[config.mk]
export PLATFORM = sky130hd
export DESIGN_NAME = tx_port_channel_gate_64_flat
export DESIGN_NICKNAME = d
export VERILOG_FILES = /design/src/rtl/tx_port_channel_gate_64_if.sv /design/src/rtl/tx_port_channel_gate_64.sv /design/src/flat_wrapper.sv
export SDC_FILE = /design/constraint.sdc
export NUM_CORES = 1
export LEC_CHECK = 0
export CAP_MARGIN = 20
export CORE_MARGIN = 2
export CORE_UTILIZATION = 35
export CTS_BUF_LIST = sky130_fd_sc_hd__clkbuf_8
export CTS_CLUSTER_DIAMETER = 150
export DETAILED_ROUTE_END_ITERATION = 16
export GPL_ROUTABILITY_DRIVEN = 0
export MAX_ROUTING_LAYER = met4
export PLACE_DENSITY = 0.63
export SYNTH_ARGS = -nofsm -noshare
export SYNTH_HDL_FRONTEND = slang
export SYNTH_SLANG_ARGS = --single-unit
[constraint.sdc]
create_clock -name CLK -period 6.65 [get_ports CLK]
set_input_delay 1.995 -clock CLK [delete_from_list [all_inputs] [get_ports CLK]]
set_output_delay 1.995 -clock CLK [all_outputs]
set_load 0.02 [all_outputs]
[src/rtl/tx_port_channel_gate_64_if.sv]
// TX channel gate interface: user-side transaction signalling plus the
// event-FIFO read port that feeds tx_port_monitor_64.
interface tx_port_channel_gate_64_if #(
  parameter int C_DATA_WIDTH = 64
);
  logic                    CHNL_TX;
  logic                    CHNL_TX_ACK;
  logic                    CHNL_TX_LAST;
  logic [31:0]             CHNL_TX_LEN;
  logic [30:0]             CHNL_TX_OFF;
  logic [C_DATA_WIDTH-1:0] CHNL_TX_DATA;
  logic                    CHNL_TX_DATA_VALID;
  logic                    CHNL_TX_DATA_REN;
  logic [C_DATA_WIDTH:0]   EVT_DATA;
  logic                    EVT_DATA_EMPTY;
  logic                    EVT_DATA_RD_EN;

  // Driver side: user channel plus the monitor's read request.
  modport master (
    output CHNL_TX, CHNL_TX_LAST, CHNL_TX_LEN, CHNL_TX_OFF,
    output CHNL_TX_DATA, CHNL_TX_DATA_VALID, EVT_DATA_RD_EN,
    input  CHNL_TX_ACK, CHNL_TX_DATA_REN, EVT_DATA, EVT_DATA_EMPTY
  );

  // Gate side.
  modport slave (
    input  CHNL_TX, CHNL_TX_LAST, CHNL_TX_LEN, CHNL_TX_OFF,
    input  CHNL_TX_DATA, CHNL_TX_DATA_VALID, EVT_DATA_RD_EN,
    output CHNL_TX_ACK, CHNL_TX_DATA_REN, EVT_DATA, EVT_DATA_EMPTY
  );
endinterface

[src/rtl/tx_port_channel_gate_64.sv]
// TX channel gate: turns transaction open/close into pairs of event words,
// forwards payload beats as data words, and queues everything in a 65-bit
// synchronous FIFO whose registered head feeds the TX port monitor.
module tx_port_channel_gate_64 #(
  parameter int C_DATA_WIDTH       = 64,
  parameter int C_FIFO_DEPTH       = 16,
  parameter int C_FIFO_DEPTH_WIDTH = $clog2((2**$clog2(C_FIFO_DEPTH))+1)
) (
  input  logic                     CLK,
  input  logic                     RST,
  tx_port_channel_gate_64_if.slave chnl
);

  localparam int AW = $clog2(C_FIFO_DEPTH);
  localparam int WW = C_DATA_WIDTH + 1;
  localparam logic [C_FIFO_DEPTH_WIDTH-1:0] DEPTH_C = C_FIFO_DEPTH_WIDTH'(C_FIFO_DEPTH);
  localparam logic [C_FIFO_DEPTH_WIDTH-1:0] ONE_C   = C_FIFO_DEPTH_WIDTH'(1);

  typedef enum logic [5:0] {
    S_IDLE   = 6'b000001,
    S_OPEN1  = 6'b000010,
    S_OPEN2  = 6'b000100,
    S_DATA   = 6'b001000,
    S_CLOSE1 = 6'b010000,
    S_CLOSE2 = 6'b100000
  } state_t;

  state_t                        state_q;
  logic [C_DATA_WIDTH-1:0]       hdr_q;
  logic [WW-1:0]                 mem_q [C_FIFO_DEPTH];
  logic [AW-1:0]                 wr_ptr_q;
  logic [AW-1:0]                 rd_ptr_q;
  logic [C_FIFO_DEPTH_WIDTH-1:0] count_q;
  logic [WW-1:0]                 evt_q;

  logic          full;
  logic          empty;
  logic          wr_en;
  logic          rd_en;
  logic          ack;
  logic          ren;
  logic [WW-1:0] wr_data;

  assign full  = (count_q == DEPTH_C);
  assign empty = (count_q == '0);
  assign rd_en = chnl.EVT_DATA_RD_EN & ~empty;

  // Decode the write request and handshake outputs from state and FIFO fullness.
  always_comb begin
    wr_en   = 1'b0;
    ack     = 1'b0;
    ren     = 1'b0;
    wr_data = {1'b1, hdr_q};
    case (state_q)
      S_OPEN1: begin
        wr_en = ~full;
      end
      S_OPEN2: begin
        wr_en = ~full;
        ack   = ~full;
      end
      S_DATA: begin
        ren     = chnl.CHNL_TX & ~full;
        wr_en   = ren & chnl.CHNL_TX_DATA_VALID;
        wr_data = {1'b0, chnl.CHNL_TX_DATA};
      end
      S_CLOSE1, S_CLOSE2: begin
        wr_en   = ~full;
        wr_data = {1'b1, {C_DATA_WIDTH{1'b0}}};
      end
      default: begin
        wr_en = 1'b0;
      end
    endcase
  end

  // Transaction FSM; each event state advances only once its word is written.
  always_ff @(posedge CLK or posedge RST) begin
    if (RST) begin
      state_q <= S_IDLE;
      hdr_q   <= '0;
    end else begin
      case (state_q)
        S_IDLE: begin
          if (chnl.CHNL_TX) begin
            hdr_q   <= {chnl.CHNL_TX_LEN, chnl.CHNL_TX_OFF, chnl.CHNL_TX_LAST};
            state_q <= S_OPEN1;
          end
        end
        S_OPEN1:  if (!full) state_q <= S_OPEN2;
        S_OPEN2:  if (!full) state_q <= S_DATA;
        S_DATA:   if (!chnl.CHNL_TX) state_q <= S_CLOSE1;
        S_CLOSE1: if (!full) state_q <= S_CLOSE2;
        S_CLOSE2: if (!full) state_q <= S_IDLE;
        default:  state_q <= S_IDLE;
      endcase
    end
  end

  // FIFO storage; contents need no reset since occupancy gates every read.
  always_ff @(posedge CLK) begin
    if (wr_en) begin
      mem_q[wr_ptr_q] <= wr_data;
    end
  end

  // FIFO pointers, occupancy and the registered read word.
  always_ff @(posedge CLK or posedge RST) begin
    if (RST) begin
      wr_ptr_q <= '0;
      rd_ptr_q <= '0;
      count_q  <= '0;
      evt_q    <= '0;
    end else begin
      if (wr_en) begin
        wr_ptr_q <= wr_ptr_q + AW'(1);
      end
      if (rd_en) begin
        rd_ptr_q <= rd_ptr_q + AW'(1);
        evt_q    <= mem_q[rd_ptr_q];
      end
      case ({wr_en, rd_en})
        2'b10:   count_q <= count_q + ONE_C;
        2'b01:   count_q <= count_q - ONE_C;
        default: count_q <= count_q;
      endcase
    end
  end

  assign chnl.CHNL_TX_ACK      = ack;
  assign chnl.CHNL_TX_DATA_REN = ren;
  assign chnl.EVT_DATA         = evt_q;
  assign chnl.EVT_DATA_EMPTY   = empty;

endmodule

[src/flat_wrapper.sv]
// flat-port wrapper written by rule: the top's interface ports become plain ports
module tx_port_channel_gate_64_flat 
#(
  parameter int C_DATA_WIDTH       = 64,
  parameter int C_FIFO_DEPTH       = 16,
  parameter int C_FIFO_DEPTH_WIDTH = $clog2((2**$clog2(C_FIFO_DEPTH))+1)
)
  (CLK, RST, chnl_CHNL_TX, chnl_CHNL_TX_LAST, chnl_CHNL_TX_LEN, chnl_CHNL_TX_OFF, chnl_CHNL_TX_DATA, chnl_CHNL_TX_DATA_VALID, chnl_EVT_DATA_RD_EN, chnl_CHNL_TX_ACK, chnl_CHNL_TX_DATA_REN, chnl_EVT_DATA, chnl_EVT_DATA_EMPTY);
  tx_port_channel_gate_64_if #(.C_DATA_WIDTH(C_DATA_WIDTH)) chnl_i ();
  input  logic CLK;
  input  logic RST;
  input wire logic [$bits(chnl_i.CHNL_TX)-1:0] chnl_CHNL_TX;
  input wire logic [$bits(chnl_i.CHNL_TX_LAST)-1:0] chnl_CHNL_TX_LAST;
  input wire logic [$bits(chnl_i.CHNL_TX_LEN)-1:0] chnl_CHNL_TX_LEN;
  input wire logic [$bits(chnl_i.CHNL_TX_OFF)-1:0] chnl_CHNL_TX_OFF;
  input wire logic [$bits(chnl_i.CHNL_TX_DATA)-1:0] chnl_CHNL_TX_DATA;
  input wire logic [$bits(chnl_i.CHNL_TX_DATA_VALID)-1:0] chnl_CHNL_TX_DATA_VALID;
  input wire logic [$bits(chnl_i.EVT_DATA_RD_EN)-1:0] chnl_EVT_DATA_RD_EN;
  output wire logic [$bits(chnl_i.CHNL_TX_ACK)-1:0] chnl_CHNL_TX_ACK;
  output wire logic [$bits(chnl_i.CHNL_TX_DATA_REN)-1:0] chnl_CHNL_TX_DATA_REN;
  output wire logic [$bits(chnl_i.EVT_DATA)-1:0] chnl_EVT_DATA;
  output wire logic [$bits(chnl_i.EVT_DATA_EMPTY)-1:0] chnl_EVT_DATA_EMPTY;
  assign chnl_i.CHNL_TX = chnl_CHNL_TX;
  assign chnl_i.CHNL_TX_LAST = chnl_CHNL_TX_LAST;
  assign chnl_i.CHNL_TX_LEN = chnl_CHNL_TX_LEN;
  assign chnl_i.CHNL_TX_OFF = chnl_CHNL_TX_OFF;
  assign chnl_i.CHNL_TX_DATA = chnl_CHNL_TX_DATA;
  assign chnl_i.CHNL_TX_DATA_VALID = chnl_CHNL_TX_DATA_VALID;
  assign chnl_i.EVT_DATA_RD_EN = chnl_EVT_DATA_RD_EN;
  assign chnl_CHNL_TX_ACK = chnl_i.CHNL_TX_ACK;
  assign chnl_CHNL_TX_DATA_REN = chnl_i.CHNL_TX_DATA_REN;
  assign chnl_EVT_DATA = chnl_i.EVT_DATA;
  assign chnl_EVT_DATA_EMPTY = chnl_i.EVT_DATA_EMPTY;
  tx_port_channel_gate_64 #(.C_DATA_WIDTH(C_DATA_WIDTH), .C_FIFO_DEPTH(C_FIFO_DEPTH), .C_FIFO_DEPTH_WIDTH(C_FIFO_DEPTH_WIDTH)) u_core (.CLK(CLK), .RST(RST), .chnl(chnl_i));
endmodule
==> results.py, run 1 <==
metrics = {
    "worst_setup_path": {
        "crit_fanout": 6,
        "required_ps": 4660,
        "endpoint_kind": "output pin",
        "cp.arrival_ps": 3890,
        "critical_path_class": "in -> out",
        "crit_path_start_kind": "input port",
    },
    "timing": {
        "setup_violations": 0,
        "finalCritPeriodShare": 0.886,
        "tightest_slew_ps": 1060,
        "rsz0062_at_grt": "false",
        "hold_viol": 0,
        "fin_setup_tns_ps": 0,
        "fin_crit_ps": 5890,
        "finClkSkew_ps": 42.4,
        "fmax_ghz": 0.170,
        "drv_slew": 0,
        "slew_headroom": 0.292,
    },
    "finish": {
        "seq_area_mm2": 0.0349,
        "fillers": 11300,
        "layout.nets": 2548,
        "layout-drive-gt1-share": 0.254,
        "layout_common_cells": "1040 x edfxtp_1, 260 x mux4_2, 201 x clkbuf_8",
        "syn_to_final_growth_pct": 17.3,
        "multiInputGateArea_mm2": 0.0102,
        "mostFrequentLayoutCell": "edfxtp_1",
        "final_util": 0.414,
    },
    "synthesis": {
        "synthAdderAreaFrac": 0.00290,
        "synth_edf_count": 1040,
        "synth_largest_type_area_fraction": 0.684,
        "synthArstFlopShare": 0.125,
        "synth_top_cells_by_area": "edfxtp_1 68%, mux4_2 13%, dfrtp_1 8.1%",
        "synth.cell_area_mm2": 0.0457,
        "synth_nets": 2228,
        "postSynthCellCount": 2085,
        "ys_ff_latch": 1188,
        "yosysTopAreaCell": "edfxtp_1",
        "seq_area_frac_synth": 0.765,
        "synth_top_family_by_area": "multiplexers",
        "synth_simple_gate_area_frac": 0.00847,
        "synth_xor_area_frac": 0.00249,
        "ys.flop_type": "edfxtp_1",
        "synth.distinct_cells": 47,
        "yosys_warnings": 0,
        "avgSynthCellArea_um2": 21.9,
        "synth_mux_area_frac": 0.173,
        "synth_compound_area_frac": 0.0350,
    },
    "power": {
        "peakVddDrop_mv": 0.274,
        "p_leak_nw": 18.3,
        "power_density_mw_per_mm2": 444,
    },
    "global_routing": {
        "antenna_found_initial": 5,
        "grt.total_usage": 0.160,
        "grt_pass1_vias": 23800,
        "grt.overflow.total": 0,
        "grt_max_degree": 114,
        "grt_pass1_wl_um": 152000,
    },
    "floorplanning": {
        "initial_core_util": 0.353,
        "coreArea_mm2": 0.129,
        "die_area_mm2": 0.133,
        "io_pins": 201,
        "die_h_um": 365,
        "rows": 132,
        "die_width_um": 365,
    },
    "route": {
        "drc_errors": 0,
        "ant_nets": 0,
        "drt_wl_total_um": 103000,
        "dr.pass1.iters": 5,
        "drtIter0Drc": 1612,
        "vias_per_cell": 5.07,
        "wire_per_inst_um": 24.0,
        "vias": 21800,
    },
    "cts": {
        "holdBufCountCts": 0,
        "numCtsBuffers": 189,
        "post_cts_resized": 0,
        "cts_setup_buffers": 0,
        "path_clk_slew_ps": 60,
        "insertion_delay_ps": 890,
        "clk_path_buf_depth": 3,
        "htreeDepth": 4,
        "cts_tree": "built",
        "cts_sinks": 1188,
        "clockRootBuffer": "clkbuf_8",
    },
    "hold_path": {
        "holdCritPathClass": "reg -> reg",
    },
    "placement": {
        "io_buffers": 200,
        "hpwl_um": 57700,
    },
    "flow_run": {
        "max_cap_viol_count": 0,
    },
    "outcome": {
        "status": "completed",
    },
}
-- final cells by class --
class / count / share of cell area
diodes: 1 / 0.0000467
clock buffers: 201 / 0.0517
clock inverters: 140 / 0.0164
inverters: 13 / 0.00105
multi-input cells: 762 / 0.191
flip-flops and latches: 1188 / 0.653
well taps: 1742 / 0.0407
repair buffers: 251 / 0.0462
-- routing by layer --
metal  global-route usage  wire length, um  vias to the layer above
li1                     -                -                     9389
met1                0.198            43500                    11600
met2                0.261            51300                      640
met3               0.0325             5380                      186
met4               0.0583             3000                        0
met5                    -                0                        -
-- worst max-delay path, cell delays in order --
cell             delay, ps
clkdlybuf4s50_1        460
and2_1                 220
nor3_2                 380
and4_1                 240
clkdlybuf4s50_1        600
-- worst paths after layout --
check                                                     start                              endpoint  slack (ps)  cells after the start
max in group asynchronous                                   RST        u_core.rd_ptr_q[0]$_DFFE_PP0P_        3930                      3
min in group asynchronous                                   RST  u_core.chnl.EVT_DATA[33]$_DFFE_PP0P_        1540                      2
setup / recovery                                   chnl_CHNL_TX                      chnl_CHNL_TX_ACK         760                      5
setup reg to reg                  u_core.state_q[2]$_DFFE_PP0P_        u_core.mem_q[12][42]$_DFFE_PP_        2760                      6
hold reg to reg            u_core.chnl.EVT_DATA[36]$_DFFE_PP0P_  u_core.chnl.EVT_DATA[36]$_DFFE_PP0P_         480                      1
hold / removal             u_core.chnl.EVT_DATA[36]$_DFFE_PP0P_  u_core.chnl.EVT_DATA[36]$_DFFE_PP0P_         480                      1
-- sequential cells by signal, indices dropped and copies added, names as in the netlist --
| register | cells |
|---|---|
| u_core.hdr_q | 64 |
| u_core.state_q | 6 |
| u_core.chnl.EVT_DATA | 65 |
| u_core.mem_q | 1040 |
| u_core.count_q | 5 |
| u_core.wr_ptr_q | 4 |
| u_core.rd_ptr_q | 4 |
-- cell usage after synthesis (2+ instances only) --
library cell and number:
edfxtp_1 1040, mux4_2 260, dfrtp_1 147, mux2i_1 131
mux2_2 67, a22o_1 64, a21o_1 62, o22ai_1 61
clkbuf_1 57, buf_2 50, and3_1 15, nor2_1 14
buf_1 13, inv_1 12, ha_1 9, nand2_1 9
nor3_1 8, xnor2_1 8, and2_1 6, o21ai_0 6
xor2_1 5, a211o_1 4, nor2b_1 4, nand3_1 3
a21oi_1 2, a31o_2 2, buf_4 2, nand4_1 2
nor4_1 2, nor4b_1 2, o31ai_1 2
-- power breakdown --
part           switching (mW)  leakage (nW)  internal [mW]
sequential              0.528          11.1           10.1
clock                    2.83          2.07           3.18
combinational            4.07          5.11           3.09
total                    7.43          18.3           16.4
-- cell families (layout without fill, tap and decap cells) --
logic type	count (synthesis)	after routing
AO/OA/AOI/OAI	211	211
XOR/XNOR	13	13
adder cells (fa/ha/maj)	10	10
buffers and inverters	135	605
flip-flops	1188	1188
multiplexers	458	458
other	0	1
AND/OR/NAND/NOR	70	70
-- through the flow --
stage | cells | setup slack [ps] | hold slack (ps) | power [mW] | area, um2
3_3_place_gp | 3954 | 751 | 466 | 17.8 | 49800
6_report | 4298 | 760 | 476 | 23.8 | 53500
4_1_cts | 4295 | 773 | 478 | 24.1 | 53500
5_1_grt | 4298 | 649 | 487 | 25.0 | 53500
3_5_place_dp | 3954 | 775 | 466 | 18.1 | 49800
2_1_floorplan | 2085 | 677 | 480 | 15.5 | 45700
Note: power is estimated with default switching activity, not from simulation.
==> run 2, diff against run 1 <==
CORE_ASPECT_RATIO = 1.1   (was unset)
==> run 2 against run 1 <==
Effect of this change:
- clock skew is 0.58 ps lower
- first-iteration DRC count is 22% higher
- cell count is 1.1% lower
- combinational power hardly changed
- die area hardly changed
- utilization is 0.23 points lower
- sequential power hardly changed
- setup slack worse by 37 ps
- register-to-register slack better by 170 ps
- cell area hardly changed
- via count is 0.80% higher
- clock power is 1% higher
- critical endpoint unchanged
- largest cell class unchanged
==> results.py, run 2 (synthesis results as in run 1) <==
metrics = {
    "floorplanning": {
        "initial_core_util": 0.351,
        "die_width_um": 348,
        "die_h_um": 383,
        "io_pins": 201,
        "die_area_mm2": 0.133,
        "rows": 139,
        "coreArea_mm2": 0.130,
    },
    "cts": {
        "path_clk_slew_ps": 60,
        "clockRootBuffer": "clkbuf_8",
        "holdBufCountCts": 0,
        "cts_setup_buffers": 0,
        "cts_sinks": 1188,
        "post_cts_resized": 0,
        "insertion_delay_ps": 900,
        "clk_path_buf_depth": 3,
        "htreeDepth": 4,
        "cts_tree": "built",
        "numCtsBuffers": 186,
    },
    "placement": {
        "hpwl_um": 57100,
        "pre_cts_ws_ps": 753,
        "io_buffers": 200,
        "place_inst": 3902,
        "post_dp_cell_area_mm2": 0.0498,
    },
    "timing": {
        "finalCritPeriodShare": 0.891,
        "drv_slew": 0,
        "tightest_slew_ps": 1130,
        "fin_setup_tns_ps": 0,
        "setup_violations": 0,
        "setup_ws_ps": 723,
        "slew_headroom": 0.248,
        "fin_crit_ps": 5930,
        "fmax_ghz": 0.169,
        "whs_ps": 478,
        "hold_viol": 0,
        "finClkSkew_ps": 41.8,
        "rsz0062_at_grt": "false",
    },
    "hold_path": {
        "holdCritPathClass": "reg -> reg",
        "min_path_cells": 1,
    },
    "global_routing": {
        "grt.total_usage": 0.159,
        "grt.overflow.total": 0,
        "grt_pass1_vias": 23800,
        "grt_max_degree": 147,
        "grt_pass1_wl_um": 152000,
        "antenna_found_initial": 2,
    },
    "finish": {
        "layout-drive-gt1-share": 0.257,
        "layout_common_cells": "1040 x edfxtp_1, 260 x mux4_2, 207 x clkbuf_8",
        "layout.nets": 2541,
        "seq_area_mm2": 0.0349,
        "final_util": 0.411,
        "finalNonFillerCells": 4250,
        "top_register": "u_core.mem_q",
        "mostFrequentLayoutCell": "edfxtp_1",
        "fillers": 11300,
        "largest_register_ffs": 1040,
        "final_cell_area_mm2": 0.0535,
        "syn_to_final_growth_pct": 17.2,
        "multiInputGateArea_mm2": 0.0102,
    },
    "worst_setup_path": {
        "crit_fanout": 6,
        "worstPathCellList": "clkdlybuf4s50_1 > and2_1 > nor3_2 > and4_1 > clkdlybuf4s50_1",
        "slowest_delay_ps": 600,
        "crit_path_start_kind": "input port",
        "endpoint_kind": "output pin",
        "crit_family": "buffers and inverters",
        "worst-path-stages": 5,
        "required_ps": 4660,
        "r2r_cells": 6,
        "slowest_stage": "clkdlybuf4s50_1",
        "cp_num_buf_inv": 2,
        "critical_path_class": "in -> out",
        "cp_common_cell": "clkdlybuf4s50_1",
        "cp.arrival_ps": 3930,
    },
    "route": {
        "ant_nets": 0,
        "drt_wl_total_um": 103000,
        "drtIter0Drc": 1964,
        "wire_per_inst_um": 24.3,
        "dr.pass1.iters": 5,
        "drc_errors": 0,
        "vias": 21900,
        "vias_per_cell": 5.16,
    },
    "power": {
        "p_clk_frac": 0.255,
        "p_leak_nw": 18.3,
        "pwr-share-comb": 0.299,
        "p_seq_frac": 0.446,
        "p_total_mw": 23.9,
        "p_int_mw": 16.3,
        "p_sw_frac": 0.315,
        "power_density_mw_per_mm2": 446,
        "peakVddDrop_mv": 0.473,
        "power_switching_mw": 7.53,
    },
    "outcome": {
        "status": "completed",
    },
    "flow_run": {
        "max_cap_viol_count": 0,
    },
}
[run 2: cell types whose count changed in the layout (fill, tap and decap cells not counted)]
cell	before	now
clkinv_1	45	31
inv_1	69	77
clkbuf_8	201	207
inv_12	0	5
bufinv_16	10	7
buf_16	2	0
clkinv_8	2	4
inv_6	4	2
inv_8	2	4
buf_12	4	3
buf_4	45	44
clkinv_2	16	17
clkinvlp_4	3	4
[run 2: layout make-up]
cell class                      instances  share of cell area
Antenna cell                            1           0.0000468
Timing Repair Buffer                  247              0.0447
Tap cell                             1692              0.0396
Clock inverter                        140              0.0167
Multi-Input combinational cell        762               0.191
Clock buffer                          207              0.0533
Inverter                               13             0.00105
Sequential cell                      1188               0.653
[run 2: per-layer routing]
layer	GRT usage	wire length, um
met5	-	0
met4	0.0430	1860
met3	0.0334	6730
met2	0.258	51600
met1	0.203	43100
[run 2: worst paths after layout]
path	slack [ps]	start	to
min reg2reg	480	u_core.chnl.EVT_DATA[51]$_DFFE_PP0P_	u_core.chnl.EVT_DATA[51]$_DFFE_PP0P_
max in group asynchronous	3850	RST	u_core.hdr_q[44]$_DFFE_PP0P_
max reg2reg	2930	u_core.state_q[2]$_DFFE_PP0P_	u_core.mem_q[1][47]$_DFFE_PP_
min in group asynchronous	1640	RST	u_core.hdr_q[53]$_DFFE_PP0P_
min	480	u_core.chnl.EVT_DATA[51]$_DFFE_PP0P_	u_core.chnl.EVT_DATA[51]$_DFFE_PP0P_
max	720	chnl_CHNL_TX	chnl_CHNL_TX_ACK
[run 2: power groups by stage]
| stage | Sequential, mW | Clock, mW | Combinational (mW) |
|---|---|---|---|
| final | 10.6 | 6.10 | 7.13 |
| after CTS | 10.7 | 6.26 | 7.28 |
| after floorplan | 10.7 | 0 | 4.84 |
| after global placement | 10.8 | 0 | 7.03 |
| after global routing | 10.7 | 6.60 | 7.73 |
| after detailed placement | 10.8 | 0 | 7.27 |
[run 2: worst register-to-register path: stages, from the launching register on]
cell and delay (ps):
dfrtp_1 510, or4b_1 570, o31ai_1 100, o21ai_0 220
a21oi_2 610, and3_4 950, buf_4 430
